===== config.mk =====
export PLATFORM = sky130hd
export DESIGN_NAME = consensus_scheduler
export DESIGN_NICKNAME = d
export VERILOG_FILES = /design/src/rtl/consensus_scheduler.sv
export SDC_FILE = /design/constraint.sdc
export NUM_CORES = 1
export LEC_CHECK = 0
export CAP_MARGIN = 20
export CORE_AREA = 10 10 47 49
export CTS_CLUSTER_DIAMETER = 200
export CTS_CLUSTER_SIZE = 20
export DETAILED_ROUTE_END_ITERATION = 10
export DIE_AREA = 0 0 57 59
export SYNTH_ARGS = -nofsm -noshare
export SYNTH_HDL_FRONTEND = slang
export SYNTH_SLANG_ARGS = --single-unit

===== constraint.sdc =====
create_clock -name clk -period 2.3 [get_ports clk]
set_clock_uncertainty 0.1 [all_clocks]
set_input_delay 0.69 -clock clk [delete_from_list [all_inputs] [get_ports clk]]
set_output_delay 0.69 -clock clk [all_outputs]
set_load 0.02 [all_outputs]

===== src/rtl/consensus_scheduler.sv =====
// UNL divergence vote reduction: scans the cell array LANES votes per cycle, stalls the
// sequencer while scanning. Optional macro CONSENSUS_EARLY_EXIT_EN stops at the first deciding vote.
module consensus_scheduler #(
    parameter int   NUM_CELLS = 64,
    parameter int   LANES     = 8,
    localparam int  GROUPS    = NUM_CELLS / LANES,
    localparam int  GW        = (GROUPS > 1) ? $clog2(GROUPS) : 1
) (
    input  logic             clk,
    input  logic             rst,
    input  logic             start_i,
    input  logic             mode_i,
    output logic [GW-1:0]    group_sel_o,
    input  logic [LANES-1:0] votes_i,
    output logic             stall_o,
    output logic             done_o,
    output logic             diverge_consensus_o
);

    typedef enum logic [1:0] {
        S_IDLE = 2'd0,
        S_SCAN = 2'd1,
        S_DONE = 2'd2
    } state_t;

    state_t          state_q, state_d;
    logic [GW-1:0]   grp_q, grp_d;
    logic            mode_q, mode_d;
    logic            acc_q, acc_d;
    logic            cons_q, cons_d;
    logic            acc_next_s;
    logic            last_grp_s;
    logic            early_exit_s;

    // Accumulator update for the group on the vote port this cycle
    always_comb begin
        acc_next_s = mode_q ? (acc_q | (|votes_i)) : (acc_q & (&votes_i));
        last_grp_s = (grp_q == GW'(GROUPS - 1));
    end

`ifdef CONSENSUS_EARLY_EXIT_EN
    // A single 0 decides ALL, a single 1 decides ANY; the rest of the array cannot change it
    always_comb begin
        early_exit_s = mode_q ? (|votes_i) : ~(&votes_i);
    end
`else
    // Fixed-latency build: every group is always scanned
    always_comb begin
        early_exit_s = 1'b0;
    end
`endif

    // State register and datapath registers
    always_ff @(posedge clk) begin
        if (rst) begin
            state_q <= S_IDLE;
            grp_q   <= {GW{1'b0}};
            mode_q  <= 1'b0;
            acc_q   <= 1'b0;
            cons_q  <= 1'b0;
        end else begin
            state_q <= state_d;
            grp_q   <= grp_d;
            mode_q  <= mode_d;
            acc_q   <= acc_d;
            cons_q  <= cons_d;
        end
    end

    // Next-state logic; the result is captured on entry to DONE so it is visible with done
    always_comb begin
        state_d = state_q;
        grp_d   = grp_q;
        mode_d  = mode_q;
        acc_d   = acc_q;
        cons_d  = cons_q;
        case (state_q)
            S_IDLE, S_DONE: begin
                grp_d = {GW{1'b0}};
                if (start_i) begin
                    state_d = S_SCAN;
                    mode_d  = mode_i;
                    acc_d   = ~mode_i;
                end else begin
                    state_d = S_IDLE;
                end
            end
            S_SCAN: begin
                acc_d = acc_next_s;
                if (last_grp_s || early_exit_s) begin
                    state_d = S_DONE;
                    grp_d   = {GW{1'b0}};
                    cons_d  = acc_next_s;
                end else begin
                    grp_d   = grp_q + GW'(1);
                end
            end
            default: begin
                state_d = S_IDLE;
                grp_d   = {GW{1'b0}};
            end
        endcase
    end

    // Stall is combinational so the sequencer holds PC in the very cycle UNL is decoded
    always_comb begin
        stall_o             = (state_q == S_SCAN) | (start_i & (state_q != S_SCAN));
        done_o              = (state_q == S_DONE);
        group_sel_o         = grp_q;
        diverge_consensus_o = cons_q;
    end

endmodule


==> flow_metrics.env, run 1 <==
export IMPL_finalCriticalPeriod_ns=2.20
export IMPL_hold_viol=0
export IMPL_clkTransAtPathRegs_ns=0.05
export IMPL_insertion_delay_ns=0.25
export IMPL_cts_made_buffers=3
export IMPL_drc_errors=0
export IMPL_internal_power_mw=0.237
export IMPL_powerDensity_mw_per_mm2=541
export IMPL_finalMaxSlewViolations=0
export IMPL_pwr_share_seq_pct=47.8
export IMPL_cts_tree="built"
export IMPL_hold_buffers=0
export IMPL_period_share_pct=95.7
export IMPL_fmax_ghz=0.454
export IMPL_pin_count=18
export IMPL_tightestPinTransition_ns=0.237
export IMPL_cp_max_fo=2
export IMPL_via_count=354
export IMPL_ant_nets=0
export IMPL_synth_area_leader_cell="dfxtp_1"
export IMPL_core_rowCount=14
export IMPL_syn_nets=52
export IMPL_status="complete, no violations"
export IMPL_netlist_cell_type_count=21
export IMPL_globalplace_congestion=0.615
export IMPL_ys_ff_latch=8
export IMPL_clock_sinks=8
export IMPL_wl_per_cell_um=13.3
export IMPL_syn_avg_cell_area_um2=9.84
export IMPL_synthesis_area_um2=374
export IMPL_grt_overflow=0
export IMPL_p_leak_nw=0.218
export IMPL_arrival_ns=1.41
export IMPL_rsz0062_at_grt="false"
export IMPL_maxSlewHeadroom_pct=84.2
export IMPL_h_tree_depth=1
export IMPL_drtIter0Drc=10
export IMPL_crit_path_start_kind="input pin"
export IMPL_synth_cells=38
export IMPL_pwr_share_clk_pct=33.8
export IMPL_grt_use_total_pct=6.29
export IMPL_die_area_mm2=0.00336
export IMPL_netSwitchingFraction_pct=24.8
export IMPL_final_core_util_pct=41.5
export IMPL_pwr_share_comb_pct=18.4
export IMPL_endpoint_kind="output pin"
export IMPL_critPathBufInv=2
export IMPL_first_pass_iters=2
export IMPL_grt_pass1_vias=364
export IMPL_vias_per_cell=4.78
export IMPL_die_x_um=57
export IMPL_cp_required_ns=1.51
export IMPL_core_area_mm2=0.00140
export IMPL_area_delta_synth_final_pct=55.5
export IMPL_nNetsFinal=74
export IMPL_initial_core_util_pct=26.7
export IMPL_numPortBuffers=17
export IMPL_yosysSeqAreaShare_pct=42.8
export IMPL_crit_chain="clkdlybuf4s50_1, nand2b_1, buf_2"
export IMPL_grt_max_degree=8
export IMPL_antenna_found_initial=0
export IMPL_slowest_stage="clkdlybuf4s50_1"
export IMPL_p_sw_mw=0.0779
export IMPL_finalSetupViolCount=0
export IMPL_ys_warn_count=0
export IMPL_clockBufferDepth=2
export IMPL_n_antenna_cell=0
export IMPL_die_h_um=59
export IMPL_drive_gt1_share_pct=12.1
export IMPL_cpLargestDelayFamily="buffers and inverters"
export IMPL_dpl_hpwl_um=753
export IMPL_min_path_type="flip-flop to flip-flop"
export IMPL_cap_viol_max_count=0
export IMPL_clock_root_buffer="clkbuf_4"
export IMPL_fin_tns_setup_ns=0
export IMPL_slowest_delay_ns=0.47
export IMPL_crit_type="input pin to output pin"
export IMPL_synth_area_leaders="dfxtp_1 (43%), ha_1 (6.7%), nor4_2 (6.7%), nand2b_4 (3.7%), and2_1 (3.3%)"
export IMPL_ir_worst_vdd_mv=0.242
export IMPL_grt_pass1_wl_um=1680
export IMPL_synthDominantCellAreaShare_pct=42.8
export IMPL_routed_wl_um=986
-- stage by stage --
step | total power, mW | std cells | hold slack (ns) | cell area, µm² | setup WS [ns]
6_report | 0.315 | 74 | 0.353 | 582 | 0.0995
5_1_grt | 0.333 | 74 | 0.384 | 582 | 0.0482
4_1_cts | 0.318 | 74 | 0.354 | 582 | 0.0932
3_5_place_dp | 0.212 | 71 | 0.334 | 564 | -0.347
3_3_place_gp | 0.212 | 71 | 0.342 | 564 | -0.344
2_1_floorplan | 0.177 | 38 | 0.374 | 374 | 0.608
-- final timing paths --
path                        from        endpoint  slack, ns  depth (start not counted)
setup reg to reg  group_sel_o[0]  group_sel_o[0]       0.90                          4
setup / recovery         start_i         stall_o        0.1                          3
hold reg to reg   group_sel_o[0]  group_sel_o[0]       0.35                          1
hold / removal    group_sel_o[0]  group_sel_o[0]       0.35                          1
-- layout by cell type (no fill, tap or decap), types with 2 or more instances in the layout --
cell type	netlist	layout
nand4_1	2	2
nor4_2	2	2
a21oi_1	2	2
and2_1	2	2
ha_1	2	2
nor2b_1	2	2
nand2b_1	2	2
nand2_1	2	2
clkbuf_4	0	3
clkdlybuf4s50_1	0	16
dfxtp_1	8	8
nor2_1	3	3
-- power groups by stage --
| stage | Clock (mW) | Sequential [mW] | Combinational, mW |
|---|---|---|---|
| global route | 0.117 | 0.152 | 0.0644 |
| finish | 0.106 | 0.150 | 0.0577 |
| CTS | 0.110 | 0.150 | 0.0580 |
| floorplan | 0 | 0.155 | 0.0225 |
| global placement | 0 | 0.153 | 0.0589 |
| detailed placement | 0 | 0.153 | 0.0589 |
-- registers in the layout, indices dropped and copies added (netlist names) --
register             flops
state_q                  2
diverge_consensus_o      1
mode_q                   1
group_sel_o              3
acc_q                    1
-- logic make-up (layout without fill, tap and decap cells) --
family,Yosys count,count (layout),synth area share [%]
adder cells (fa/ha/maj),2,2,6.69
AO/OA/AOI/OAI,8,8,14.0
multiplexers,1,1,2.68
buffers and inverters,0,20,0
flip-flops,8,8,42.8
AND/OR/NAND/NOR,19,19,33.8
-- area by class of cell --
class | count | area, µm²
Timing Repair Buffer | 17 | 165
Clock buffer | 3 | 22.5
Multi-Input combinational cell | 30 | 214
Fill cell | 143 | 820
Tap cell | 16 | 20.0
Sequential cell | 8 | 160
-- worst register-to-register path, cell delays in order, from the launching register on --
cell and delay (ns):
dfxtp_1 0.32, ha_1 0.20, ha_1 0.23, or3_1 0.40, nor2_1 0.09
-- routing by layer --
metal  part of all wire, %  global-route usage [%]  vias up  wire length (µm)
met5                     0                       0        -                 0
met4                     0                    5.03        0                 0
met3                    14                    4.72        0               135
li1                      -                       -      184                 -
met1                    52                    7.57      153               511
met2                    34                    6.98       17               338
-- cell usage after synthesis (all sizes together) --
library cell  number
nor2b              2
nor4               2
nor2               3
a31oi              1
and2               2
nand2b             3
nand4              2
o2111ai            1
ha                 2
or3                1
dfxtp              8
a21oi              2
nor3b              1
o21ai              1
nand2              2
o211ai             1
o21bai             1
a21boi             1
mux2i              1
nor3               1
-- what timing repair did --
| action | in CTS | in global routing |
|---|---|---|
| gates resized for setup | 4 | 0 |
| setup endpoints to repair | 1 | 0 |
| setup buffers | 0 | 0 |
Power figures use the tool's default switching activity.
==> run 2, diff against run 1 <==
--- a/config.mk
+++ b/config.mk
@@ -7,9 +7,10 @@
 export LEC_CHECK = 0
 export CAP_MARGIN = 20
-export CORE_AREA = 10 10 47 49
+export CORE_AREA = 5 5 42 44
 export CTS_CLUSTER_DIAMETER = 200
 export CTS_CLUSTER_SIZE = 20
 export DETAILED_ROUTE_END_ITERATION = 10
-export DIE_AREA = 0 0 57 59
+export DIE_AREA = 0 0 47 49
+export PLACE_DENSITY = 0.68
 export SYNTH_ARGS = -nofsm -noshare
 export SYNTH_HDL_FRONTEND = slang
==> constraint.sdc (replaced) <==
create_clock -name clk -period 2.3 [get_ports clk]
set_clock_uncertainty 0.1 [all_clocks]
set_input_delay 0.46 -clock clk [delete_from_list [all_inputs] [get_ports clk]]
set_output_delay 0.46 -clock clk [all_outputs]
set_load 0.02 [all_outputs]
==> run 2 against run 1 <==
  * Cell count unchanged
  * Critical path depth is the same
  * Routed wire length fell by 15%
  * Core utilization is 0.36 points higher
  * Clock power about the same
  * Hold slack worse by 0.00085 ns
  * Combinational power is 2% higher
==> flow_metrics.env, run 2 (synthesis gave the netlist of run 1 again) <==
export IMPL_status="complete, no violations"
export IMPL_clock_root_buffer="clkbuf_4"
export IMPL_crit_path_start_kind="input pin"
export IMPL_endpoint_kind="output pin"
export IMPL_period_share_pct=95.6
export IMPL_clockBufferDepth=2
export IMPL_ir_worst_vdd_mv=0.237
export IMPL_hold_buffers=0
export IMPL_dpl_hpwl_um=658
export IMPL_h_tree_depth=1
export IMPL_cpLargestDelayFamily="buffers and inverters"
export IMPL_cts_resized=0
export IMPL_maxSlewHeadroom_pct=84.5
export IMPL_area_delta_synth_final_pct=56.9
export IMPL_slowest_delay_ns=0.59
export IMPL_arrival_ns=1.64
export IMPL_critPathBufInv=2
export IMPL_p_leak_nw=0.219
export IMPL_dpl_cell_area_um2=564
export IMPL_die_area_mm2=0.00230
export IMPL_tightestPinTransition_ns=0.233
export IMPL_drc_errors=0
export IMPL_antenna_found_initial=0
export IMPL_fin_tns_setup_ns=0
export IMPL_drive_gt1_share_pct=10.3
export IMPL_initial_core_util_pct=26.7
export IMPL_grt_pass1_wl_um=1340
export IMPL_core_rowCount=14
export IMPL_fillCellCount=156
export IMPL_cts_made_buffers=3
export IMPL_finalMaxSlewViolations=0
export IMPL_nNetsFinal=74
export IMPL_grt_max_degree=8
export IMPL_powerDensity_mw_per_mm2=533
export IMPL_design_area_um2=587
export IMPL_largest_reg_flops=3
export IMPL_n_antenna_cell=0
export IMPL_cp_required_ns=1.74
export IMPL_path_common_cell="clkdlybuf4s50_1"
export IMPL_grt_use_total_pct=7.92
export IMPL_routed_wl_um=836
export IMPL_core_area_mm2=0.00140
export IMPL_numPortBuffers=17
export IMPL_finalCriticalPeriod_ns=2.20
export IMPL_layout_common_cells="clkdlybuf4s50_1 (17), dfxtp_1 (8), nor2_1 (3), clkbuf_4 (3)"
export IMPL_vias_per_cell=4.73
export IMPL_slowest_stage="clkdlybuf4s50_1"
export IMPL_cts_tree="built"
export IMPL_die_x_um=47
export IMPL_pin_count=18
export IMPL_grt_pass1_vias=337
export IMPL_clock_sinks=8
export IMPL_die_h_um=49
export IMPL_cts_post_setup_buffers_inserted=0
export IMPL_fmax_ghz=0.455
export IMPL_final_common_cell="clkdlybuf4s50_1"
export IMPL_crit_chain="clkdlybuf4s50_1, nand2b_1, clkdlybuf4s50_1"
export IMPL_drtIter0Drc=3
export IMPL_cap_viol_max_count=0
export IMPL_rsz0062_at_grt="false"
export IMPL_first_pass_iters=4
export IMPL_crit_type="input pin to output pin"
export IMPL_final_core_util_pct=41.9
export IMPL_insertion_delay_ns=0.25
export IMPL_grt_overflow=0
export IMPL_finalSetupViolCount=0
export IMPL_via_count=350
export IMPL_globalplace_congestion=0.642
export IMPL_clkTransAtPathRegs_ns=0.05
export IMPL_hold_viol=0
export IMPL_power_total_mw=0.313
export IMPL_wl_per_cell_um=11.3
export IMPL_cp_max_fo=2
export IMPL_min_path_type="flip-flop to flip-flop"
export IMPL_ant_nets=0
## run 2: changes by cell type in the layout (fill, tap and decap cells not counted), sizes merged
cell	delta
buf	-1
clkdlybuf4s50	+1
## run 2: worst paths after layout
kind / from / end / slack [ns] / depth (start not counted)
max reg2reg: group_sel_o[0] / state_q[0] / 0.91 / 4
max: start_i / stall_o / 0.10 / 3
min: group_sel_o[0] / group_sel_o[0] / 0.35 / 1
min reg2reg: group_sel_o[0] / group_sel_o[0] / 0.35 / 1
## run 2: area by class of cell
type	count	area [µm²]	area share, %
Multi-Input combinational cell	30	214	36.5
Timing Repair Buffer	17	170	29.0
Sequential cell	8	160	27.3
Clock buffer	3	22.5	3.84
Tap cell	16	20.0	3.41
## run 2: power breakdown
part / leakage (nW) / total [mW] / internal, mW / switching [mW]
logic: 0.140 / 0.0586 / 0.0336 / 0.0251
clock network: 0.0138 / 0.103 / 0.0594 / 0.0439
registers: 0.0652 / 0.151 / 0.145 / 0.00539
## run 2: stage by stage
stage / setup slack, ns / hold WS (ns) / instances
CTS: 0.0973 / 0.353 / 74
detailed placement: 0.104 / 0.340 / 71
finish: 0.101 / 0.352 / 74
global route: 0.0591 / 0.371 / 74
global placement: 0.123 / 0.336 / 71
floorplan: 0.887 / 0.374 / 38
## run 2: routing by layer
metal  global-route usage, %  up-vias  part of all wire (%)
met5                       0        -                     0
met1                    10.4      144                    50
met4                    5.53        0                   2.8
met2                    9.95       21                    33
li1                        -      182                     -
met3                    3.32        3                    14
